==> src/rtl/vga_mem_port_arbiter_if.sv <==
// Port-B bundle between the VGA requesters, the shared RAM read port and the arbiter.
// slave: arbiter side; master: requesters plus RAM side.
interface vga_mem_port_arbiter_if #(
    parameter int unsigned ADDR_WIDTH = 16,
    parameter int unsigned LEN_WIDTH  = 8
);
    localparam int unsigned DATA_WIDTH = 16;

    logic                  vid_req;
    logic [ADDR_WIDTH-1:0] vid_addr;
    logic                  vid_rvalid;

    logic                  aux_start;
    logic [ADDR_WIDTH-1:0] aux_base;
    logic [LEN_WIDTH-1:0]  aux_len;
    logic                  aux_window;
    logic                  aux_busy;
    logic                  aux_rvalid;
    logic [LEN_WIDTH-1:0]  aux_rindex;
    logic                  aux_done;
    logic                  aux_starve;

    logic [ADDR_WIDTH-1:0] ram_addr_b;
    logic                  ram_we_b;
    logic [DATA_WIDTH-1:0] ram_dout_b;
    logic [DATA_WIDTH-1:0] ram_q_b;
    logic [DATA_WIDTH-1:0] rdata;

    modport slave (
        input  vid_req, vid_addr, aux_start, aux_base, aux_len, aux_window, ram_q_b,
        output vid_rvalid, aux_busy, aux_rvalid, aux_rindex, aux_done, aux_starve,
               ram_addr_b, ram_we_b, ram_dout_b, rdata
    );

    modport master (
        output vid_req, vid_addr, aux_start, aux_base, aux_len, aux_window, ram_q_b,
        input  vid_rvalid, aux_busy, aux_rvalid, aux_rindex, aux_done, aux_starve,
               ram_addr_b, ram_we_b, ram_dout_b, rdata
    );
endinterface

==> src/rtl/vga_mem_port_arbiter.sv <==
// RAM port-B arbiter: video fetch has absolute priority, aux burst engine uses idle slots.
// Optional ARB_VBLANK_GATE_EN restricts aux issues to cycles with aux_window=1.
module vga_mem_port_arbiter #(
    parameter int unsigned ADDR_WIDTH   = 16,
    parameter int unsigned LEN_WIDTH    = 8,
    parameter int unsigned STARVE_LIMIT = 1024
) (
    input logic                   sys_clk,
    input logic                   reset,
    vga_mem_port_arbiter_if.slave bus
);
    localparam int unsigned DATA_WIDTH  = 16;
    localparam int unsigned STALL_WIDTH = $clog2(STARVE_LIMIT + 1);
    localparam logic [STALL_WIDTH-1:0] STALL_LIMIT = STALL_WIDTH'(STARVE_LIMIT);

    typedef enum logic [1:0] {S_IDLE, S_BURST, S_DRAIN} state_t;
    typedef enum logic [1:0] {TAG_NONE, TAG_VID, TAG_AUX} tag_t;

    state_t                 state_q, state_d;
    logic [ADDR_WIDTH-1:0]  addr_q, addr_d;
    logic [ADDR_WIDTH-1:0]  ptr_q, ptr_d;
    logic [LEN_WIDTH-1:0]   remaining_q, remaining_d;
    logic [LEN_WIDTH-1:0]   issued_q, issued_d;
    tag_t                   tag1_q, tag1_d;
    logic [LEN_WIDTH-1:0]   idx1_q, idx1_d;
    logic                   vid_rvalid_q, aux_rvalid_q;
    logic [LEN_WIDTH-1:0]   rindex_q;
    logic [STALL_WIDTH-1:0] stall_q, stall_d;
    logic                   starve_q, starve_d;
    logic                   done_q, done_d;
    logic                   gate_open;
    logic                   issue;

`ifdef ARB_VBLANK_GATE_EN
    assign gate_open = bus.aux_window;
`else
    logic unused_window;
    assign unused_window = bus.aux_window;
    assign gate_open     = 1'b1;
`endif

    // Slot arbitration, burst sequencing and stall accounting
    always_comb begin
        state_d     = state_q;
        addr_d      = addr_q;
        ptr_d       = ptr_q;
        remaining_d = remaining_q;
        issued_d    = issued_q;
        tag1_d      = TAG_NONE;
        idx1_d      = idx1_q;
        stall_d     = '0;
        done_d      = 1'b0;
        issue       = (state_q == S_BURST) && !bus.vid_req && gate_open;

        if (bus.vid_req) begin
            addr_d = bus.vid_addr;
            tag1_d = TAG_VID;
        end else if (issue) begin
            addr_d   = ptr_q;
            tag1_d   = TAG_AUX;
            idx1_d   = issued_q;
            ptr_d    = ptr_q + ADDR_WIDTH'(1);
            issued_d = issued_q + LEN_WIDTH'(1);
        end

        if ((state_q == S_BURST) && !issue) begin
            stall_d = (stall_q >= STALL_LIMIT) ? stall_q : stall_q + STALL_WIDTH'(1);
        end
        starve_d = (stall_d >= STALL_LIMIT);

        case (state_q)
            S_IDLE: begin
                if (bus.aux_start) begin
                    if (bus.aux_len != '0) begin
                        state_d     = S_BURST;
                        ptr_d       = bus.aux_base;
                        remaining_d = bus.aux_len;
                        issued_d    = '0;
                    end else begin
                        done_d = 1'b1;
                    end
                end
            end
            S_BURST: begin
                if (issue && (issued_q == remaining_q - LEN_WIDTH'(1))) begin
                    state_d = S_DRAIN;
                end
            end
            S_DRAIN: begin
                // Last aux tag is in stage 1 on the first drain cycle
                if (tag1_q == TAG_AUX) begin
                    done_d = 1'b1;
                end
                if (done_q) begin
                    state_d = S_IDLE;
                end
            end
            default: state_d = S_IDLE;
        endcase
    end

    always_ff @(posedge sys_clk or posedge reset) begin
        if (reset) begin
            state_q      <= S_IDLE;
            addr_q       <= '0;
            ptr_q        <= '0;
            remaining_q  <= '0;
            issued_q     <= '0;
            tag1_q       <= TAG_NONE;
            idx1_q       <= '0;
            vid_rvalid_q <= 1'b0;
            aux_rvalid_q <= 1'b0;
            rindex_q     <= '0;
            stall_q      <= '0;
            starve_q     <= 1'b0;
            done_q       <= 1'b0;
        end else begin
            state_q      <= state_d;
            addr_q       <= addr_d;
            ptr_q        <= ptr_d;
            remaining_q  <= remaining_d;
            issued_q     <= issued_d;
            tag1_q       <= tag1_d;
            idx1_q       <= idx1_d;
            vid_rvalid_q <= (tag1_q == TAG_VID);
            aux_rvalid_q <= (tag1_q == TAG_AUX);
            if (tag1_q == TAG_AUX) begin
                rindex_q <= idx1_q;
            end
            stall_q      <= stall_d;
            starve_q     <= starve_d;
            done_q       <= done_d;
        end
    end

    assign bus.ram_addr_b = addr_q;
    assign bus.ram_we_b   = 1'b0;
    assign bus.ram_dout_b = DATA_WIDTH'(0);
    assign bus.rdata      = bus.ram_q_b;
    assign bus.vid_rvalid = vid_rvalid_q;
    assign bus.aux_rvalid = aux_rvalid_q;
    assign bus.aux_rindex = rindex_q;
    assign bus.aux_done   = done_q;
    assign bus.aux_busy   = (state_q != S_IDLE);
    assign bus.aux_starve = starve_q;
endmodule
==> src/flat_wrapper.sv <==
// flat-port wrapper written by rule: the top's interface ports become plain ports
module vga_mem_port_arbiter_flat 
#(
    parameter int unsigned ADDR_WIDTH   = 16,
    parameter int unsigned LEN_WIDTH    = 8,
    parameter int unsigned STARVE_LIMIT = 1024
)
  (sys_clk, reset, bus_vid_req, bus_vid_addr, bus_aux_start, bus_aux_base, bus_aux_len, bus_aux_window, bus_ram_q_b, bus_vid_rvalid, bus_aux_busy, bus_aux_rvalid, bus_aux_rindex, bus_aux_done, bus_aux_starve, bus_ram_addr_b, bus_ram_we_b, bus_ram_dout_b, bus_rdata);
  vga_mem_port_arbiter_if #(.ADDR_WIDTH(ADDR_WIDTH), .LEN_WIDTH(LEN_WIDTH)) bus_i ();
  input logic sys_clk;
  input logic reset;
  input wire logic [$bits(bus_i.vid_req)-1:0] bus_vid_req;
  input wire logic [$bits(bus_i.vid_addr)-1:0] bus_vid_addr;
  input wire logic [$bits(bus_i.aux_start)-1:0] bus_aux_start;
  input wire logic [$bits(bus_i.aux_base)-1:0] bus_aux_base;
  input wire logic [$bits(bus_i.aux_len)-1:0] bus_aux_len;
  input wire logic [$bits(bus_i.aux_window)-1:0] bus_aux_window;
  input wire logic [$bits(bus_i.ram_q_b)-1:0] bus_ram_q_b;
  output wire logic [$bits(bus_i.vid_rvalid)-1:0] bus_vid_rvalid;
  output wire logic [$bits(bus_i.aux_busy)-1:0] bus_aux_busy;
  output wire logic [$bits(bus_i.aux_rvalid)-1:0] bus_aux_rvalid;
  output wire logic [$bits(bus_i.aux_rindex)-1:0] bus_aux_rindex;
  output wire logic [$bits(bus_i.aux_done)-1:0] bus_aux_done;
  output wire logic [$bits(bus_i.aux_starve)-1:0] bus_aux_starve;
  output wire logic [$bits(bus_i.ram_addr_b)-1:0] bus_ram_addr_b;
  output wire logic [$bits(bus_i.ram_we_b)-1:0] bus_ram_we_b;
  output wire logic [$bits(bus_i.ram_dout_b)-1:0] bus_ram_dout_b;
  output wire logic [$bits(bus_i.rdata)-1:0] bus_rdata;
  assign bus_i.vid_req = bus_vid_req;
  assign bus_i.vid_addr = bus_vid_addr;
  assign bus_i.aux_start = bus_aux_start;
  assign bus_i.aux_base = bus_aux_base;
  assign bus_i.aux_len = bus_aux_len;
  assign bus_i.aux_window = bus_aux_window;
  assign bus_i.ram_q_b = bus_ram_q_b;
  assign bus_vid_rvalid = bus_i.vid_rvalid;
  assign bus_aux_busy = bus_i.aux_busy;
  assign bus_aux_rvalid = bus_i.aux_rvalid;
  assign bus_aux_rindex = bus_i.aux_rindex;
  assign bus_aux_done = bus_i.aux_done;
  assign bus_aux_starve = bus_i.aux_starve;
  assign bus_ram_addr_b = bus_i.ram_addr_b;
  assign bus_ram_we_b = bus_i.ram_we_b;
  assign bus_ram_dout_b = bus_i.ram_dout_b;
  assign bus_rdata = bus_i.rdata;
  vga_mem_port_arbiter #(.ADDR_WIDTH(ADDR_WIDTH), .LEN_WIDTH(LEN_WIDTH), .STARVE_LIMIT(STARVE_LIMIT)) u_core (.sys_clk(sys_clk), .reset(reset), .bus(bus_i));
endmodule
==> config.mk <==
export PLATFORM = sky130hd
export DESIGN_NAME = vga_mem_port_arbiter_flat
export DESIGN_NICKNAME = d
export VERILOG_FILES = /design/src/rtl/vga_mem_port_arbiter_if.sv /design/src/rtl/vga_mem_port_arbiter.sv /design/src/flat_wrapper.sv
export SDC_FILE = /design/constraint.sdc
export NUM_CORES = 1
export LEC_CHECK = 0
export ABC_AREA = 1
export BUFFER_PORTS_ARGS = -buffer_cell sky130_fd_sc_hd__buf_2
export CAP_MARGIN = 20
export CORE_ASPECT_RATIO = 1.75
export CORE_MARGIN = 4
export CORE_UTILIZATION = 45
export CTS_CLUSTER_SIZE = 8
export DETAILED_ROUTE_END_ITERATION = 8
export GPL_ROUTABILITY_DRIVEN = 0
export GPL_TIMING_DRIVEN = 0
export PLACE_DENSITY = 0.76
export SLEW_MARGIN = 10
export SYNTH_ARGS = -nofsm -noshare
export SYNTH_HDL_FRONTEND = slang
export SYNTH_SLANG_ARGS = --single-unit
==> constraint.sdc <==
create_clock -name sys_clk -period 3.7 [get_ports sys_clk]
set_input_delay 0.185 -clock sys_clk [delete_from_list [all_inputs] [get_ports sys_clk]]
set_output_delay 0.185 -clock sys_clk [all_outputs]
set_load 0.02 [all_outputs]
== Word-level counts from Yosys, hierarchy flattened ==
Cells that the tools add are included.

* $add $sub $neg: 4
* $lt $le $gt $ge: 2
* Eq/ne operators: 9
* Muxes and demuxes: 25
* Bitwise operators: 1
* Reduce and logical (&&, ||, !) cells: 12

{| class="wikitable"
|+ Operators with widths
! kind !! number
|-
| $mux 16 || 7
|-
| $mux 8 || 5
|-
| $ge 11x11->1 const B || 2
|-
| $mux 11 || 2
|-
| $add 16x1->16 const B || 1
|-
| $mux 2 || 6
|-
| $add 11x1->11 const B || 1
|-
| $add 8x1->8 const B || 1
|-
| $eq 8x8->1 || 1
|-
| $reduce_bool 8->1 || 1
|-
| $sub 8x1->8 const B || 1
|-
| $pmux 2 s3 || 1
|-
| $eq 2x1->1 const B || 2
|-
| $eq 2x2->1 const B || 2
|-
| $ne 2x1->1 const B || 2
|-
| $ne 2x2->1 const B || 2
|-
| $reduce_and 4->1 || 1
|-
| $reduce_bool 2->1 || 2
|-
| $logic_and 1x1->1 || 3
|-
| $mux 1 || 3
|-
| $reduce_and 3->1 || 1
|-
| $logic_not 1->1 || 2
|-
| $logic_not 2->1 || 1
|-
| $pmux 1 s2 || 1
|-
| 2 further kinds || 2
|}

* Flip-flop bits (word level): 83
* Output and inout port bits: 62
* Logic and storage cells: 66

== Depth between registers and ports, before layout ==
Gate-level depths: netlist of run 1.

* Depth after elaboration: 7
* Mapped depth: 13
* Gate-level depth less buffers: 13

== Worst setup path before layout of run 1 ==
No wires, ideal clock.

* Kind: reg2reg
* From: register u_core.remaining_q[0]
* To: register u_core.state_q[0]
* Library setup time: 117 ps
* Arrival time: 1368 ps
* Path slack: 2215 ps
* Stages on the path, launching flop included: 14
* Buffers on the path: 0
* Clock period less this slack: 1485 ps
* Cells stage by stage: dfrtp_1 -> inv_1 -> ha_1 -> nand2_1 -> nor2_1 -> nand2_1 -> nand2_1 -> nand2_1 -> nand2_1 -> nand2_1 -> nor2_1 -> nand2_1 -> nand2_1 -> nand2_1

* Cells in the longest elaborated chain, start to end: 5

{| class="wikitable"
|+ Ends and longest elaborated chain
! what !! line !! source
|-
| from (decl) || vga_mem_port_arbiter.sv:22 || <nowiki>logic [LEN_WIDTH-1:0] remaining_q, remaining_d;</nowiki>
|-
| from (signal assigned) || vga_mem_port_arbiter.sv:121 || <nowiki>remaining_q <= remaining_d;</nowiki>
|-
| $sub 8x1->8 || vga_mem_port_arbiter.sv:85 || <nowiki>if (issue && (issued_q == remaining_q - LEN_WIDTH'(1))) begin</nowiki>
|-
| $eq 8x8->1 || vga_mem_port_arbiter.sv:85 ||
|-
| $logic_and 1x1->1 || vga_mem_port_arbiter.sv:85 ||
|-
| $ne 2x2->1 (no source line) || -- ||
|-
| $reduce_and 4->1 (no source line) || -- ||
|-
| to (signal assigned) || vga_mem_port_arbiter.sv:118 || <nowiki>state_q <= state_d;</nowiki>
|-
| to (decl) || vga_mem_port_arbiter.sv:19 || <nowiki>state_t state_q, state_d;</nowiki>
|}

Every way passes these cells.
A chain may end at the register's enable or synchronous reset.

== Worst setup path in the final report of run 1 ==
* From: input bus_vid_req
* To: register u_core.stall_q[4]

* Cells in the longest elaborated chain, start to end: 5

{| class="wikitable"
|+ Ends and longest elaborated chain
! what !! line !! source
|-
| from (decl) || flat_wrapper.sv:12 || <nowiki>input wire logic [$bits(bus_i.vid_req)-1:0] bus_vid_req;</nowiki>
|-
| $logic_not 1->1 || vga_mem_port_arbiter.sv:53 || <nowiki>issue = (state_q == S_BURST) && !bus.vid_req && gate_open;</nowiki>
|-
| $logic_and 1x1->1 || vga_mem_port_arbiter.sv:53 ||
|-
| $logic_not 1->1 || vga_mem_port_arbiter.sv:66 || <nowiki>if ((state_q == S_BURST) && !issue) begin</nowiki>
|-
| $logic_and 1x1->1 || vga_mem_port_arbiter.sv:66 ||
|-
| $mux 11 || vga_mem_port_arbiter.sv:66 ||
|-
| named net u_core.stall_d[4] || vga_mem_port_arbiter.sv:28 || <nowiki>logic [STALL_WIDTH-1:0] stall_q, stall_d;</nowiki>
|-
| to (signal assigned) || vga_mem_port_arbiter.sv:130 || <nowiki>stall_q <= stall_d;</nowiki>
|-
| to (decl) || vga_mem_port_arbiter.sv:28 ||
|}

The timed path passes the listed nets, and every way through them passes these cells.

==> impl_metrics.tcl, run 1 <==
set metrics [dict create \
    crit_required_ns 3.94 \
    place_area_sq_mm 0.00508 \
    power_frac_clock 0.224 \
    stdcell_area_sq_mm 0.00539 \
    cts_tree "yes" \
    place.port_buffers 88 \
    drt_iter0_markers 203 \
    vdd_drop_max_mv 0.317 \
    first_pass_iters 4 \
    drv_cap 0 \
    ctsHtreeMaxLevel 3 \
    fin_setup_tns_ns 0 \
    critPathMaxStageDelay_ns 0.53 \
    layout_min_cycle_time_ns 1.75 \
    synth_warnings 0 \
    power_switching_mw 1.57 \
    root_buffer "clkbuf_16" \
    grt_pass1_vias 3854 \
    muxShareOfSynthArea 0.00228 \
    synth_top_family_by_area "simple AND/OR/NAND/NOR gates" \
    path_cells "dlygate4sd3_1, buf_2, buf_4, inv_2, nor2_1, clkinv_1, nor3_1" \
    drc 0 \
    hold_depth 3 \
    routedWlPerCell_microns 13.7 \
    worst-path-buf-inv 5 \
    ys_seq_area_frac 0.466 \
    boundaryPins 123 \
    postCtsSetupRepairBufs 0 \
    post-route-period-util 0.472 \
    synth_fa_ha_area_frac 0.0142 \
    setup_viol 0 \
    dieArea_sq_mm 0.0115 \
    routed_wl_microns 10800 \
    synth-xor-area-share 0.0279 \
    rows 47 \
    hold_class "primary input to flop" \
    yosys.area_share.simple 0.253 \
    syn_inst 541 \
    crit_type "primary input to flop" \
    switching_share 0.413 \
    p_int_mw 2.24 \
    final_hold_viol_count 0 \
    crit_path_end_kind "flop" \
    diodes 0 \
    syn_area_sq_mm 0.00440 \
    post_drt_via_cell_ratio 4.93 \
    hpwl_microns 8450 \
    finClkSkew_ns 0.00602 \
    pwr-share-seq 0.376 \
    grt_antenna_before_repair 0 \
    die-width_microns 82.7 \
    slowest_stage "dlygate4sd3_1" \
    drv_slew 0 \
    core-area_sq_mm 0.00953 \
    synth_area_per_cell_sq_um 8.13 \
    cts.sinks 82 \
    cp_max_fo 10 \
    reg2reg_depth 13 \
    grt_usage 0.195 \
    crit_cells 7 \
    numCtsBuffers 9 \
    clk_pin_slew_ns 0.06 \
    ys_types 37 \
    clock_latency_ns 0.34 \
    drtAntennaViolNets 0 \
    vias 3872 \
    rrSetupSlack_ns 2.00 \
    area_growth_pct 22.6 \
    synth_compound_area_frac 0.0993 \
    start_kind "primary input" \
    grt_max_degree 68 \
    start_util 0.462 \
    status "complete, no violations" \
    timing.fmax_mhz 572 \
    cp_top_family "buffers and inverters" \
    gr-total-overflow 0 \
    cts_hold_buf 2 \
    layout.nets 725 \
    leakagePower_nw 2.73 \
    grt_pass1_wl_microns 17300 \
    cts_resized 0 \
    cellPowerDensity_mw_per_mm2 707 \
    rsz0062_at_grt "no" \
    clock_path_buffers 2 \
    pwr-share-comb 0.400 \
    fp.dieH_microns 139 \
    cp.arrival_ns 1.99 \
    ys_seq_elements 82 \
    drive_gt1_frac 0.273 \
]
-- registers in the layout, summed over array words and instances, names as in the netlist --
| name | cells |
|---|---|
| u_core.bus.aux_done | 1 |
| u_core.bus.aux_rindex | 8 |
| u_core.bus.aux_rvalid | 1 |
| u_core.bus.ram_addr_b | 16 |
| u_core.bus.vid_rvalid | 1 |
| u_core.idx1_q | 8 |
| u_core.issued_q | 8 |
| u_core.ptr_q | 16 |
| u_core.remaining_q | 8 |
| u_core.stall_q | 11 |
| u_core.state_q | 2 |
| u_core.tag1_q | 2 |
-- worst register-to-register path: stages (launching register included) --
cell and delay (ns):
dfrtp_1 0.39, inv_1 0.15, ha_1 0.22, nand2_1 0.08, nor2_1 0.17, nand2_1 0.07, nand2_1 0.08, nand2_1 0.05
nand2_1 0.05, nand2_1 0.05, nor2_1 0.10, nand2_1 0.07, nand2_1 0.06, nand2_1 0.05
-- routing by layer --
metal	global-route usage	vias up	routed length (microns)
li1	-	1910	-
met1	0.212	1814	3970
met2	0.355	124	5920
met3	0.0351	24	625
met4	0.0801	0	293
met5	0	-	0
-- cell families (layout without fill, tap and decap cells) --
| logic type | count (synthesis) | after routing |
|---|---|---|
| compound gates | 77 | 77 |
| xor+xnor | 14 | 14 |
| fa+ha+maj | 5 | 5 |
| buf+inv | 113 | 220 |
| flops | 82 | 82 |
| mux | 1 | 1 |
| other cells | 1 | 17 |
| simple gates | 248 | 248 |
-- final timing paths --
check                                                   from                               endpoint
setup reg to reg           u_core.remaining_q[0]$_DFFE_PP0P_          u_core.state_q[0]$_DFFE_PP0P_
hold / removal                                bus_aux_len[5]      u_core.remaining_q[5]$_DFFE_PP0P_
max in group asynchronous                              reset  u_core.bus.ram_addr_b[13]$_DFFE_PP0P_
hold reg to reg                   u_core.tag1_q[1]$_DFF_PP0_        u_core.bus.vid_rvalid$_DFF_PP0_
min in group asynchronous                              reset             u_core.tag1_q[0]$_DFF_PP0_
setup / recovery                                 bus_vid_req            u_core.stall_q[4]$_DFF_PP0_
-- synthesized netlist by cell type (all sizes together) --
cell type | n | area [sq um]
nand2 | 139 | 532
dfrtp | 82 | 2050
inv | 63 | 236
nor2 | 57 | 267
buf | 46 | 347
o21ai | 37 | 185
nand3 | 26 | 130
a21oi | 21 | 105
nor3 | 14 | 101
xor2 | 13 | 114
o211ai | 11 | 82.6
nand4 | 7 | 43.8
ha | 5 | 62.6
clkbuf | 3 | 11.3
a221o | 2 | 20.0
a31oi | 2 | 12.5
or2 | 2 | 12.5
a211oi | 1 | 7.51
clkinv | 1 | 3.75
conb | 1 | 3.75
mux2i | 1 | 10.0
nand3b | 1 | 7.51
nor3b | 1 | 7.51
nor4 | 1 | 12.5
o21bai | 1 | 7.51
o31ai | 1 | 7.51
o32ai | 1 | 8.76
xnor2 | 1 | 8.76
-- stage by stage --
step                       util  instances  power, mW  setup slack [ns]  hold WS [ns]
after detailed placement  0.533        768       2.97              2.00         0.138
final                     0.566        786       3.82              1.95        0.0666
after global placement    0.530        767       2.89             0.543         0.356
after global routing      0.566        786       4.09              1.75        0.0652
after CTS                 0.566        786       3.84              1.97        0.0609
after floorplan               -        557       2.53              1.41         0.216
-- power groups by stage --
stage          clock (mW)  sequential [mW]  combinational [mW]
2_1_floorplan           0             1.51                1.01
3_3_place_gp            0             1.43                1.46
3_5_place_dp            0             1.45                1.52
4_1_cts             0.868             1.43                1.54
5_1_grt             0.908             1.47                1.71
6_report            0.855             1.43                1.53
-- layout by cell type, fill, tap and decap left out, types with 5 or more instances in the layout --
master,Yosys,final
inv_2,7,7
buf_4,39,39
clkbuf_16,0,9
o211ai_1,11,11
nand2_1,135,135
a21oi_1,21,21
dfrtp_1,82,82
buf_2,4,92
nor3_1,9,9
inv_1,56,55
ha_1,5,5
nor2_1,44,44
o21ai_0,34,34
xor2_1,13,13
nand3_1,26,26
nand4_1,7,7
conb_1,1,17
nor2_2,9,9
-- area by class of cell --
cell class	instances	area [sq um]
fill	884	4130
sequential	82	2050
multi-input combinational	362	1810
timing repair buffer	91	488
buffer	49	358
clock buffer	12	256
inverter	64	243
tap	122	153
clock inverter	4	33.8
Note: power is estimated with default switching activity, not from simulation.
==> inputs of run 2 (changes only) <==
- clock period: 3.7 -> 1.75 ns (I/O delays scaled with it)
==> impl_metrics.tcl, run 2 (synthesis gave the netlist of run 1 again) <==
set metrics [dict create \
    clock_path_buffers 2 \
    boundaryPins 123 \
    clock_latency_ns 0.34 \
    leakagePower_nw 2.85 \
    cp.arrival_ns 1.85 \
    clk_pin_slew_ns 0.06 \
    grt_antenna_before_repair 0 \
    routedWlPerCell_microns 13.7 \
    grt_usage 0.201 \
    fin_setup_tns_ns 0 \
    cellPowerDensity_mw_per_mm2 1430 \
    grt_pass1_vias 3975 \
    holdWs_ns -0.00783 \
    failed_checks "hold timing" \
    crit_required_ns 1.98 \
    drt_iter0_markers 210 \
    post_drt_via_cell_ratio 4.92 \
    layout_common_cells "nand2_1 (135), buf_2 (92), dfrtp_1 (82)" \
    total_power_mw 8.16 \
    setup_ws_ns 0.127 \
    layout_min_cycle_time_ns 1.62 \
    cts.sinks 82 \
    cts_tree "yes" \
    fp.dieH_microns 139 \
    root_buffer "clkbuf_16" \
    ctsHtreeMaxLevel 3 \
    numCtsBuffers 9 \
    place_area_sq_mm 0.00510 \
    dieArea_sq_mm 0.0115 \
    place_ws_ns 0.0234 \
    drv_slew 0 \
    die-width_microns 82.7 \
    setup_viol 0 \
    gr-total-overflow 0 \
    place.port_buffers 88 \
    drc 0 \
    grt_max_degree 40 \
    hpwl_microns 8470 \
    drtAntennaViolNets 0 \
    final_hold_viol_count 1 \
    routed_wl_microns 11200 \
    timing.fmax_mhz 616 \
    area_growth_pct 29.7 \
    grt_pass1_wl_microns 18000 \
    core-area_sq_mm 0.00953 \
    stdcell_area_sq_mm 0.00571 \
    post-route-period-util 0.927 \
    drive_gt1_frac 0.271 \
    start_util 0.462 \
    crit_path_end_kind "flop" \
    finClkSkew_ns 0.0102 \
    crit_type "primary input to flop" \
    vias 4022 \
    first_pass_iters 5 \
    start_kind "primary input" \
    cp_max_fo 10 \
    rows 47 \
    hold_class "primary input to flop" \
    vdd_drop_max_mv 0.767 \
    status "finished with violations" \
    drv_cap 0 \
    final_common_cell "nand2_1" \
    layout.nets 756 \
    diodes 0 \
]
run 2: cell count changes in the layout (fill, tap and decap cells not counted), moves of 2 or more:
cell	previous run	this run
buf_12	0	2
dlygate4sd3_1	2	30
clkbuf_8	2	0
buf_4	39	41
clkinvlp_4	1	3
run 2: worst paths after layout:
| check | to | from | slack (ns) | depth (start not counted) |
|---|---|---|---|---|
| worst min register to register | u_core.bus.vid_rvalid$_DFF_PP0_ | u_core.tag1_q[1]$_DFF_PP0_ | 0.43 | 1 |
| worst max register to register | u_core.state_q[0]$_DFFE_PP0P_ | u_core.remaining_q[0]$_DFFE_PP0P_ | 0.16 | 13 |
| worst min-delay path | u_core.remaining_q[0]$_DFFE_PP0P_ | bus_aux_len[0] | -0.008 | 3 |
| worst max-delay path | u_core.stall_q[1]$_DFF_PP0_ | bus_vid_req | 0.13 | 7 |
| max in group asynchronous | u_core.ptr_q[8]$_DFF_PP0_ | reset | 1.00 | 4 |
| min in group asynchronous | u_core.bus.aux_rindex[4]$_DFFE_PP0P_ | reset | 0.26 | 3 |
run 2: cell type report:
cell class | instances | area (sq um)
fillers | 826 | 3820
flip-flops and latches | 82 | 2050
multi-input cells | 362 | 1820
repair buffers | 122 | 796
plain buffers | 49 | 358
inverters | 64 | 244
clock buffers | 9 | 225
well taps | 122 | 153
clock inverters | 7 | 61.3
run 2: power by group:
group | switching, mW | total (mW) | internal (mW)
logic | 2.09 | 3.33 | 1.24
registers | 0.505 | 3.04 | 2.53
clock network | 0.816 | 1.80 | 0.985
run 2: through the flow:
| step | std cells | util |
|---|---|---|
| floorplan | 557 | - |
| global placement | 767 | 0.531 |
| detailed placement | 769 | 0.535 |
| CTS | 815 | 0.597 |
| global route | 817 | 0.599 |
| finish | 817 | 0.599 |
run 2: routing by layer:
layer  share of wire  up-vias  global-route usage
met1            0.37     1868               0.217
met2            0.54      151               0.368
met3           0.058       25              0.0377
li1                -     1978                   -
met4           0.028        0              0.0844
met5               0        -                   0
run 2: repair_timing:
action / CTS / global route
hold buffers: 30 / 0
endpoints found under the setup margin: 1 / 3
resized for setup: 1 / 4
hold endpoints to repair: 85 / 0
setup buffers: 0 / 2
run 2: worst max-delay path: stages:
cell           delay (ns)
dlygate4sd3_1        0.52
buf_2                0.14
buf_4                0.19
inv_2                0.07
nor2_1               0.24
clkinv_1             0.31
a211oi_1             0.29
